==> src/rtl/sqrt_iter.sv <==
// Iterative restoring integer square root: one root bit per clock.
// Result registers hold until the next completion; go/busy/done handshake.
module sqrt_iter #(
    parameter int WIDTH = 16
) (
    input  logic               clk,
    input  logic               rst_n,
    input  logic               go,
    input  logic [WIDTH-1:0]   a,
    output logic               busy,
    output logic               done,
    output logic [WIDTH/2-1:0] root_reg,
    output logic [WIDTH/2:0]   rem_reg
);
    localparam int N  = WIDTH / 2;
    localparam int CW = (N > 1) ? $clog2(N) : 1;

    if ((WIDTH % 2) != 0 || WIDTH < 4) begin : g_bad_width
        $error("sqrt_iter: WIDTH must be even and >= 4");
    end

    typedef enum logic {
        IDLE,
        CALC
    } state_t;

    state_t         state_q;
    logic [WIDTH-1:0] a_sh_q;
    logic [N-1:0]   root_q;
    logic [N+1:0]   rem_q;
    logic [CW-1:0]  cnt_q;
    logic           busy_q;
    logic           done_q;
    logic [N-1:0]   root_reg_q;
    logic [N:0]     rem_reg_q;

    logic [N+1:0]   rem_t;
    logic [N+1:0]   trial;
    logic           ge;
    logic [N+1:0]   rem_d;
    logic [N-1:0]   root_d;

    // Remainder never exceeds 2*root, so N+2 bits hold every intermediate.
    always_comb begin
        rem_t  = (rem_q << 2) | {{N{1'b0}}, a_sh_q[WIDTH-1 -: 2]};
        trial  = {root_q, 2'b01};
        ge     = (rem_t >= trial);
        rem_d  = ge ? (rem_t - trial) : rem_t;
        root_d = {root_q[N-2:0], ge};
    end

    always_ff @(posedge clk or negedge rst_n) begin
        if (!rst_n) begin
            state_q    <= IDLE;
            a_sh_q     <= '0;
            root_q     <= '0;
            rem_q      <= '0;
            cnt_q      <= '0;
            busy_q     <= 1'b0;
            done_q     <= 1'b0;
            root_reg_q <= '0;
            rem_reg_q  <= '0;
        end else begin
            done_q <= 1'b0;
            unique case (state_q)
                IDLE: begin
                    if (go) begin
                        a_sh_q  <= a;
                        root_q  <= '0;
                        rem_q   <= '0;
                        cnt_q   <= CW'(N - 1);
                        busy_q  <= 1'b1;
                        state_q <= CALC;
                    end
                end
                CALC: begin
                    a_sh_q <= a_sh_q << 2;
                    root_q <= root_d;
                    rem_q  <= rem_d;
                    if (cnt_q == '0) begin
                        root_reg_q <= root_d;
                        rem_reg_q  <= rem_d[N:0];
                        done_q     <= 1'b1;
                        busy_q     <= 1'b0;
                        state_q    <= IDLE;
                    end else begin
                        cnt_q <= cnt_q - CW'(1);
                    end
                end
                default: state_q <= IDLE;
            endcase
        end
    end

    assign busy     = busy_q;
    assign done     = done_q;
    assign root_reg = root_reg_q;
    assign rem_reg  = rem_reg_q;

endmodule

==> config.mk <==
export PLATFORM = sky130hd
export DESIGN_NAME = sqrt_iter
export DESIGN_NICKNAME = d
export VERILOG_FILES = /design/src/rtl/sqrt_iter.sv
export SDC_FILE = /design/constraint.sdc
export NUM_CORES = 1
export LEC_CHECK = 0
export ABC_AREA = 1
export ABC_CLOCK_PERIOD_IN_PS = 2400
export BUFFER_PORTS_ARGS = -buffer_cell sky130_fd_sc_hd__buf_2
export CAP_MARGIN = 20
export CORE_MARGIN = 5
export CORE_UTILIZATION = 55
export DETAILED_ROUTE_END_ITERATION = 10
export GPL_ROUTABILITY_DRIVEN = 0
export PLACE_DENSITY_LB_ADDON = 0.12
export SLEW_MARGIN = 0
export SYNTH_ARGS = -nofsm -noshare
export SYNTH_HDL_FRONTEND = slang
export SYNTH_SLANG_ARGS = --single-unit
export TNS_END_PERCENT = 20
==> constraint.sdc <==
create_clock -name clk -period 2.4 [get_ports clk]
set_clock_uncertainty 0.15 [all_clocks]
set_input_delay 0.36 -clock clk [delete_from_list [all_inputs] [get_ports clk]]
set_output_delay 0.36 -clock clk [all_outputs]
set_load 0.01 [all_outputs]
* Yosys cells after proc, flatten, opt, wreduce, memory -nomap -nowiden
Index checks and enable logic that the tools add are counted.
** Word-level totals
- Bits in registers :: 55
- Bits of input ports :: 19
- Output and inout port bits :: 19
- Logic and storage cells :: 39
** Cells by class
- Add/sub/neg operators :: 2
- $lt $le $gt $ge :: 1
- Eq/ne operators :: 3
- Muxes and demuxes :: 18
- Bitwise operators :: 2
- Reduce and logical (&&, ||, !) cells :: 4
** Operator list (number)
- 16-bit case mux with 2 select lines :: 1
- 8-bit case mux with 2 select lines :: 2
- 16-bit 2-to-1 mux :: 1
- 8-bit 2-to-1 mux :: 2
- 10-bit greater-or-equal comparator :: 1
- 10-bit by 2-bit OR with 10-bit output :: 1
- 9-bit 2-to-1 mux :: 1
- 9-bit subtractor :: 1
- 1-bit 2-to-1 mux :: 6
- 3-bit 2-to-1 mux :: 2
- 3-bit case mux with 2 select lines :: 1
- 2-bit AND reduction :: 3
- 2-bit inequality test (second input constant) :: 2
- 1-bit case mux with 2 select lines :: 2
- 3-bit zero test :: 1
- 3-bit by 1-bit subtractor with 3-bit output (second input constant) :: 1
- 2-bit by 1-bit inequality test with 1-bit output (second input constant) :: 1
- 1-bit NOT :: 1

* Longest topological paths before layout
Gate-level depths: netlist of run 1.
- Word-level depth :: 4
- Depth in mapped cells :: 13
- Mapped depth without buffers :: 12

* Least setup slack after synthesis of run 1
No wires, ideal clock.
- Kind :: reg2reg
- Start point :: register rem_q[3]
- End point :: register rem_q[2]
- Setup time :: 0.117 ns
- Data arrival time :: 1.501 ns
- Data required time :: 2.133 ns
- Slack :: 0.632 ns
- Stages on the path, launching flop included :: 11
- Period minus slack after synthesis :: 1.768 ns
- Cells stage by stage :: dfrtp_1 ha_1 nand2_2 inv_1 a21oi_2 nand2_2 nand2_2 buf_6 nand3b_2 nand3_1 nand2_1
** Between the ends
- Longest elaborated chain between the ends :: 4
** RTL lines
- from (decl) :: line 30 : logic [N+1:0] rem_q;
- from (signal assigned) :: line 79 : rem_q <= rem_d;
- 10-bit by 2-bit OR with 10-bit output :: line 45 : rem_t = (rem_q << 2) | {{N{1'b0}}, a_sh_q[WIDTH-1 -: 2]};
- 10-bit greater-or-equal comparator :: line 47 : ge = (rem_t >= trial);
- 9-bit 2-to-1 mux :: line 48 : rem_d = ge ? (rem_t - trial) : rem_t;
- 8-bit case mux with 2 select lines :: line 65 : unique case (state_q)
No other way between the ends.
A chain may end at the register's enable or synchronous reset.

* Worst setup path after layout of run 1
- Start point :: register root_q[6]
- End point :: register rem_reg_q[7] (netlist: rem_reg[7])
** Between the ends
- Longest elaborated chain between the ends :: 2
** RTL lines
- from (decl) :: line 29 : logic [N-1:0] root_q;
- from (signal assigned) :: line 78 : root_q <= root_d;
- 10-bit greater-or-equal comparator :: line 47
- 9-bit 2-to-1 mux :: line 48
- to (signal assigned) :: line 82 : rem_reg_q <= rem_d[N:0];
- to (decl) :: line 35 : logic [N:0] rem_reg_q;
No other way between the ends.

==> flow_summary.ini, run 1 <==
[critical_path]
critPathMostFrequentCell = nand2_1
r2r_cells = 12
slowest_stage = dfrtp_1
reg2reg_to = rem_reg[7]
r2r_slack_ns = 0.33
worstPathRequired_ns = 2.46
slowest_delay_ns = 0.38
crit_fanout = 11
r2r-start = root_q[6]
end_kind = flop
start_kind = flop
cp-endpoint = rem_reg[7]
cp.arrival_ns = 2.13
path_class = flop to flop
worstSetupStartpoint = root_q[6]
crit_chain = inv_1 > ha_1 > nand2_1 > inv_1 > a21oi_1 > nand2_1 > inv_2 > nand2_2 > nand2_1 > nand2_1 > nand2_1 > nand2_1

[finish]
fillCellCount = 453
largest_reg_flops = 16
n_antenna_cell = 0
layout-drive-gt1-share_pct = 18.1
ff_latch_area_um2 = 1380
final_cells = 445
finalNetCount = 406
multi_input_area_um2 = 1200
area_growth_pct = 12.9

[sta]
worst_pin_slew_ns = 0.643
whs_ns = 0.0930
grt_setup_unrepaired = false
slew_viol_final = 0
tns_ns = 0
finalCritPeriodShare_pct = 86.2
hold_viol = 0
setup_viol = 0
relSlewSlack_pct = 57.2
timing.fmax_ghz = 0.484
period_needed_ns = 2.07

[cts]
cts_buffer_depth = 2
cts_inserted_buffers = 5
h-tree-depth = 2
clock_sinks = 55
root_buffer = clkbuf_8
cts_tree = yes
clkLatencyLatePin_ns = 0.31
clk_pin_slew_ns = 0.10

[detailed_routing]
via_per_inst = 5.11
via_count = 2274
drc = 0
ant_nets = 0
wl_per_cell_um = 13.2
drtIter0Drc = 106
firstDrtPassIters = 4
wirelength_um = 5880

[die]
boundaryPins = 38
coreArea_um2 = 5040
die_y_um = 81.4
die_w_um = 81.4
initial_core_util_pct = 55.6
num_rows = 26
die_area_um2 = 6630

[worst_hold_path]
hold_path.class = input pin to flop

[logic_synthesis]
netlist.area_leader.share_pct = 49.1
avgSynthCellArea_um2 = 8.30
yosys_warnings = 0
ys_seq_area_share_pct = 49.1
synth_flop_cell = dfrtp_1
syn_inst = 338
synth_top_cell_by_area = dfrtp_1
synth-seq-cells = 55
synth_nets = 369
netlist-cell-type-count = 28
async_flop_share_pct = 100
synthTopCellsByCount = nand2_1 (128), dfrtp_1 (55), inv_1 (42)
synth_most_common_cell = nand2_1
synth_edf_count = 0
synth_area_leaders = dfrtp_1 (49%), nand2_1 (17%), inv_1 (5.6%), ha_1 (5.4%), nand3_1 (3.4%)
mappedNetlistArea_um2 = 2810

[global_routing]
grt_max_degree = 31
grt_overflow = 0
grt_pass1_wl_um = 10200
grt_pass1_vias = 2302
grtUsageTotal_pct = 19.9
antenna_found_initial = 0

[job]
maxCapViolCount = 0

[placement]
place_inst = 437
hpwlAfterDp_um = 4260
io_buffers = 37

[power]
leakage_uw = 0.00171
ir_worst_vdd_mv = 0.573
p_per_area_nw_per_um2 = 1630
power_uw = 5160

[outcome]
status = completed
==> how the worst min path moves through the flow <==
stage | startpoint | endpoint | cells past startpoint
detailed placement | rst_n | root_q[5] | 1
global placement | rst_n | root_reg[6] | 1
CTS | a[1] | a_sh_q[1] | 3
global route | a[8] | a_sh_q[8] | 3
floorplan | rst_n | a_sh_q[0] | 0
finish | a[1] | a_sh_q[1] | 3
==> logic make-up after synthesis <==
family	count (synthesis)	synth area share (%)
AND/OR/NAND/NOR	173	27.4
buffers and inverters	55	8.25
adder cells (fa/ha/maj)	12	5.35
flip-flops	55	49.1
XOR/XNOR	3	0.937
AO/OA/AOI/OAI	40	8.96
==> routing by layer <==
| layer | part of all wire (%) | vias to the layer above | track usage, % |
|---|---|---|---|
| li1 | - | 1151 | - |
| met5 | 0 | - | 0 |
| met2 | 51 | 50 | 35.5 |
| met1 | 43 | 1062 | 23.9 |
| met3 | 4.2 | 11 | 3.95 |
| met4 | 2.0 | 0 | 6.93 |
==> cell usage in the layout (no fill, tap or decap) <==
cell type	netlist	layout
nand2_1	128	128
dfrtp_1	55	55
inv_1	42	42
buf_2	5	37
nand3_1	19	19
o21ai_0	13	13
ha_1	12	12
nand3_2	7	7
o22ai_1	7	7
o211ai_1	5	5
a21oi_1	5	5
nor2_1	5	5
o221ai_1	5	5
clkbuf_8	0	5
nor2_2	4	4
nand2_2	4	4
buf_4	1	3
a22oi_1	2	2
xor2_1	2	2
nand3b_2	2	2
a31oi_1	2	2
nand3b_1	2	2
nor2_4	1	1
a21oi_2	1	1
inv_2	1	1
nand4_1	1	1
xnor2_1	1	1
bufinv_16	0	1
clkinvlp_4	0	1
dlygate4sd3_1	0	1
buf_12	0	1
==> layout make-up <==
type / instances / area share (%)
multi-input cells: 228 / 37.8
clock buffers: 5 / 2.17
repair buffers: 42 / 7.51
flip-flops and latches: 55 / 43.5
clock inverters: 2 / 1.19
inverters: 43 / 5.10
well taps: 70 / 2.77
==> where the power goes <==
group | internal [uW] | switching (uW)
Sequential | 1360 | 219
Combinational | 1080 | 1890
Clock | 305 | 303
==> what timing repair did <==
action,CTS,global route
buffers inserted,0,0
endpoints found under the hold margin,25,0
resized for setup,0,0
hold buffers,1,0
==> worst max-delay path, delay by kind of cell, from the launching register on <==
family                   cells  cell delay, ns
flip-flops                   1            0.38
adder cells (fa/ha/maj)      1            0.27
AO/OA/AOI/OAI                1            0.15
AND/OR/NAND/NOR              7            0.64
buffers and inverters        3            0.37
==> metrics by stage <==
step                      worst slack (ns)  util, %  area [um^2]
after floorplan                      0.632        -         2810
after global placement               0.343     60.5         3050
after detailed placement             0.335     60.5         3050
after CTS                            0.329     62.8         3170
after global routing                 0.107     62.8         3170
final                                0.332     62.8         3170
No activity file was read; power rests on OpenSTA's default activity.
==> run 2: changes to the inputs <==
--- a/config.mk
+++ b/config.mk
@@ -5,7 +5,7 @@
 export SDC_FILE = /design/constraint.sdc
 export NUM_CORES = 1
 export LEC_CHECK = 0
-export ABC_AREA = 1
+export ABC_AREA = 0
 export ABC_CLOCK_PERIOD_IN_PS = 2400
 export BUFFER_PORTS_ARGS = -buffer_cell sky130_fd_sc_hd__buf_2
 export CAP_MARGIN = 20
==> flow_summary.ini, run 2 <==
[power]
ir_worst_vdd_mv = 0.602
p_per_area_nw_per_um2 = 1630
leakage_uw = 0.00163

[critical_path]
end_kind = flop
slowest_stage = a211o_2
r2r_cells = 8
path_class = flop to flop
start_kind = flop
r2r-start = root_q[1]
crit_cells = 8
slowest_delay_ns = 0.41
worstSetupStartpoint = root_q[1]
crit_chain = inv_2 > ha_4 > o211a_1 > o31ai_4 > o211ai_1 > a211o_2 > mux2_4 > mux2_4
path_delay_family = compound AO/OA/AOI/OAI gates
cp.arrival_ns = 2.42
worstPathRequired_ns = 2.45
crit_fanout = 5
r2r_slack_ns = 0.03
critPathMostFrequentCell = mux2_4
path_buf_inv = 1

[global_routing]
grtUsageTotal_pct = 18.1
grt_pass1_vias = 2027
grt_overflow = 0
antenna_found_initial = 0
grt_max_degree = 61
grt_pass1_wl_um = 9200

[sta]
relSlewSlack_pct = 63.4
finalCritPeriodShare_pct = 98.7
period_needed_ns = 2.37
worst_pin_slew_ns = 0.550
slew_viol_final = 0
tns_ns = 0
hold_viol = 0
setup_viol = 0
timing.fmax_ghz = 0.422
grt_setup_unrepaired = true

[placement]
io_buffers = 37
hpwlAfterDp_um = 3730
placed_area_um2 = 3090

[cts]
clkLatencyLatePin_ns = 0.30
cts_tree = yes
clk_pin_slew_ns = 0.10
cts_inserted_buffers = 5
root_buffer = clkbuf_8
h-tree-depth = 2
clock_sinks = 55
cts_buffer_depth = 2

[finish]
layout-drive-gt1-share_pct = 27.4
final_cell_area_um2 = 3300
area_growth_pct = 20.7
utilization_pct = 69.0
final_common_cell = dfrtp_1
largest_reg_flops = 16
n_antenna_cell = 0
final_cell_mix = dfrtp_1 (54), nand2_1 (49), buf_2 (37)
finalNetCount = 347

[logic_synthesis]
avgSynthCellArea_um2 = 10.2
synth_most_common_cell = dfrtp_1
synthTopCellsByCount = dfrtp_1 (55), nand2_1 (49), o21ai_0 (28)
ys_seq_area_share_pct = 50.3
synth_nets = 298
yosys_warnings = 0
netlist.area_leader.share_pct = 50.3
mappedNetlistArea_um2 = 2740
netlist-cell-type-count = 37
synth_area_leaders = dfrtp_1 (50%), mux2i_1 (7.0%), nand2_1 (6.7%), ha_1 (5.5%), o21ai_0 (5.1%)
synth_edf_count = 0
syn_inst = 267
synth-seq-cells = 55
synth_flop_cell = dfrtp_1
synth_top_cell_by_area = dfrtp_1
async_flop_share_pct = 100

[die]
boundaryPins = 38
num_rows = 25
initial_core_util_pct = 57.2
die_w_um = 80.5
die_y_um = 80.5
die_area_um2 = 6480
coreArea_um2 = 4790

[detailed_routing]
wl_per_cell_um = 13.6
drtIter0Drc = 98
via_count = 1994
wirelength_um = 5240
via_per_inst = 5.19
firstDrtPassIters = 4
ant_nets = 0
drc = 0

[worst_hold_path]
worstHoldStart = a[1]
hold_path.class = input pin to flop
holdPathStages = 3

[outcome]
status = completed

[job]
maxCapViolCount = 0
-- run 2: final timing paths --
check,end
max,rem_reg[6]
min,a_sh_q[1]
max reg2reg,rem_reg[6]
min reg2reg,root_reg[5]
max in group asynchronous,rem_q[1]
min in group asynchronous,root_q[4]
-- run 2: tightest hold or removal path: cells and delay by family --
kind | cells | cell delay [ns]
and+or+nand+nor | 1 | 0.08
muxes | 1 | 0.05
buffers and inverters | 1 | 0.07
-- run 2: what timing repair did --
action                                  4_1_cts  5_1_grt
resized for setup                             0       14
pin swaps                                     1        3
endpoints found under the hold margin        23        0
endpoints found under the setup margin        4       12
setup buffers                                 0        1
hold buffers                                  1        0
-- run 2: report_power, final --
group | total, uW | internal, uW | leakage, uW | switching (uW)
Clock | 630 | 338 | 0.0000612 | 292
Combinational | 3140 | 1590 | 0.000879 | 1550
Sequential | 1610 | 1360 | 0.000693 | 250
Total | 5380 | 3290 | 0.00163 | 2090
-- run 2: per-stage QoR --
step	total power [uW]	std cells	hold slack, ns	setup slack [ns]
floorplan	3720	267	-0.0856	0.0150
global placement	4500	374	0.235	0.0326
detailed placement	4550	374	0.229	-0.0171
CTS	5200	383	0.133	0.00550
global route	5860	384	0.167	-0.0301
finish	5380	384	0.147	0.0302
-- run 2: layer usage --
metal  up-vias  part of all wire, %  track usage (%)
met1       943                   48             24.1
met4         0                  1.1             5.07
met3         7                  4.5             4.26
met5         -                    0                0
met2        35                   47             29.4
li1       1009                    -                -
-- run 2: area by class of cell --
class	instances	area [um^2]
Clock buffer	6	82.6
Clock inverter	2	35.0
Fill cell	382	1490
Inverter	15	56.3
Multi-Input combinational cell	182	1310
Sequential cell	55	1380
Tap cell	67	83.8
Timing Repair Buffer	57	354
-- run 2: kinds of logic (layout without fill, tap and decap cells) --
kind of cell               Yosys count  count (layout)  share of synthesized area [%]
AOI/OAI and AO/OA                   62              62                           14.5
xor gates and xnor gates             8               8                           2.56
adders and majority gates           12              12                           5.49
buffers and inverters               30              80                           4.35
DFF                                 55              55                           50.3
muxes                               26              26                           10.7
and+or+nand+nor                     74              74                           12.1
==> run 3: changes to the inputs <==
--- a/config.mk
+++ b/config.mk
@@ -14,6 +14,7 @@
 export DETAILED_ROUTE_END_ITERATION = 10
 export GPL_ROUTABILITY_DRIVEN = 0
 export PLACE_DENSITY_LB_ADDON = 0.12
+export RECOVER_POWER = 50
 export SLEW_MARGIN = 0
 export SYNTH_ARGS = -nofsm -noshare
 export SYNTH_HDL_FRONTEND = slang
==> flow_summary.ini, run 3 (synthesis results as in run 2) <==
[sta]
finalCritPeriodShare_pct = 98.6
relSlewSlack_pct = 12.3
worst_pin_slew_ns = 1.32
grt_setup_unrepaired = true
slew_viol_final = 0
hold_viol = 0
whs_ns = 0.147
setup_viol = 0
period_needed_ns = 2.37
timing.fmax_ghz = 0.423

[die]
die_y_um = 80.5
die_w_um = 80.5
initial_core_util_pct = 57.2
num_rows = 25
coreArea_um2 = 4790
boundaryPins = 38
die_area_um2 = 6480

[power]
ir_worst_vdd_mv = 0.600
p_per_area_nw_per_um2 = 1630
switching_share_pct = 39.2
power_uw = 5340
seq_power_share_pct = 30.1
leakage_uw = 0.00157
switchingPower_uw = 2100
combPwrFrac_pct = 58.0
p_int_uw = 3250
pwr-share-clk_pct = 11.8

[cts]
cts_buffer_depth = 2
clk_pin_slew_ns = 0.10
root_buffer = clkbuf_8
cts_tree = yes
clkLatencyLatePin_ns = 0.30
clock_sinks = 55
h-tree-depth = 2
cts_inserted_buffers = 5

[job]
maxCapViolCount = 0

[critical_path]
r2r_cells = 8
slowest_delay_ns = 0.41
start_kind = flop
end_kind = flop
worstSetupStartpoint = root_q[1]
reg2reg_to = rem_reg[6]
path_delay_family = compound AO/OA/AOI/OAI gates
worstPathRequired_ns = 2.45
cp.arrival_ns = 2.41
slowest_stage = a211o_2
r2r_slack_ns = 0.03
critPathMostFrequentCell = mux2_4
path_buf_inv = 1
path_class = flop to flop
crit_chain = inv_2 > ha_4 > o211a_1 > o31ai_4 > o211ai_1 > a211o_2 > mux2_4 > mux2_4
r2r-start = root_q[1]
crit_fanout = 5

[finish]
final_common_cell = dfrtp_1
layout-drive-gt1-share_pct = 21.1
finalNetCount = 347
utilization_pct = 68.4
final_cell_mix = dfrtp_1 (54), nand2_1 (49), o21ai_0 (27)
largest_reg_flops = 16
final_cells = 384
n_antenna_cell = 0
area_growth_pct = 19.7

[detailed_routing]
wl_per_cell_um = 13.7
drc = 0
ant_nets = 0
firstDrtPassIters = 4
wirelength_um = 5260
via_per_inst = 5.20
via_count = 1997
drtIter0Drc = 101

[worst_hold_path]
holdPathStages = 3
hold_path_end = a_sh_q[1]
worstHoldStart = a[1]
hold_path.class = input pin to flop

[placement]
place_inst = 374
io_buffers = 37
hpwlAfterDp_um = 3730

[global_routing]
grt_max_degree = 61
grtUsageTotal_pct = 18.1
grt_pass1_wl_um = 9200
grt_overflow = 0
grt_pass1_vias = 2027
antenna_found_initial = 0

[outcome]
status = completed
-- run 3: cell count changes in the layout (fill, tap and decap cells not counted), sizes merged --
cell	before	now
clkbuf	6	27
buf	56	35
-- run 3: layout make-up --
cell class                 instances  area (um^2)
sequential                        55         1380
multi-input combinational        182         1310
timing repair buffer              57          327
fill                             397         1510
inverter                          15         56.3
tap                               67         83.8
clock inverter                     2         35.0
clock buffer                       6         82.6
-- run 3: worst max-delay path by stage --
stage | to | slack [ns] | cells past startpoint
after detailed placement | rem_reg[0] | -0.02 | 9
after global routing | rem_reg[6] | -0.03 | 8
after CTS | rem_reg[0] | 0.005 | 9
after floorplan | rem_reg[0] | 0.01 | 9
final | rem_reg[6] | 0.03 | 8
after global placement | rem_reg[0] | 0.03 | 8
-- run 3: power by group through the flow --
| stage | logic, uW | clock network (uW) | registers, uW |
|---|---|---|---|
| floorplan | 2100 | 0 | 1630 |
| global placement | 2910 | 0 | 1590 |
| detailed placement | 2950 | 0 | 1600 |
| CTS | 2970 | 654 | 1580 |
| global route | 3470 | 685 | 1670 |
| finish | 3100 | 632 | 1610 |
-- run 3: through the flow --
stage | cell area (um^2) | TNS, ns | setup WS (ns)
floorplan | 2740 | 0 | 0.0150
global placement | 3090 | 0 | 0.0326
detailed placement | 3090 | -0.0171 | -0.0171
CTS | 3220 | 0 | 0.00550
global route | 3270 | -0.0696 | -0.0301
finish | 3270 | 0 | 0.0346
-- run 3: routing by layer --
metal  up-vias  track usage [%]  share of wire [%]
li1       1009                -                  -
met1       944             24.1                 48
met2        37             29.4                 47
met3         7             4.26                4.1
met4         0             5.07                1.1
met5         -                0                  0
-- run 3: timing repair --
action,in CTS,in global routing
hold buffers,1,0
gates resized for setup,0,14
setup endpoints to repair,4,12
pin swaps,1,3
setup buffers,0,1
hold endpoints to repair,23,0
-- run 3: worst min-delay path, delay by kind of cell --
family	cells	cell delay, ns
and+or+nand+nor	1	0.08
buffers and inverters	1	0.07
muxes	1	0.05
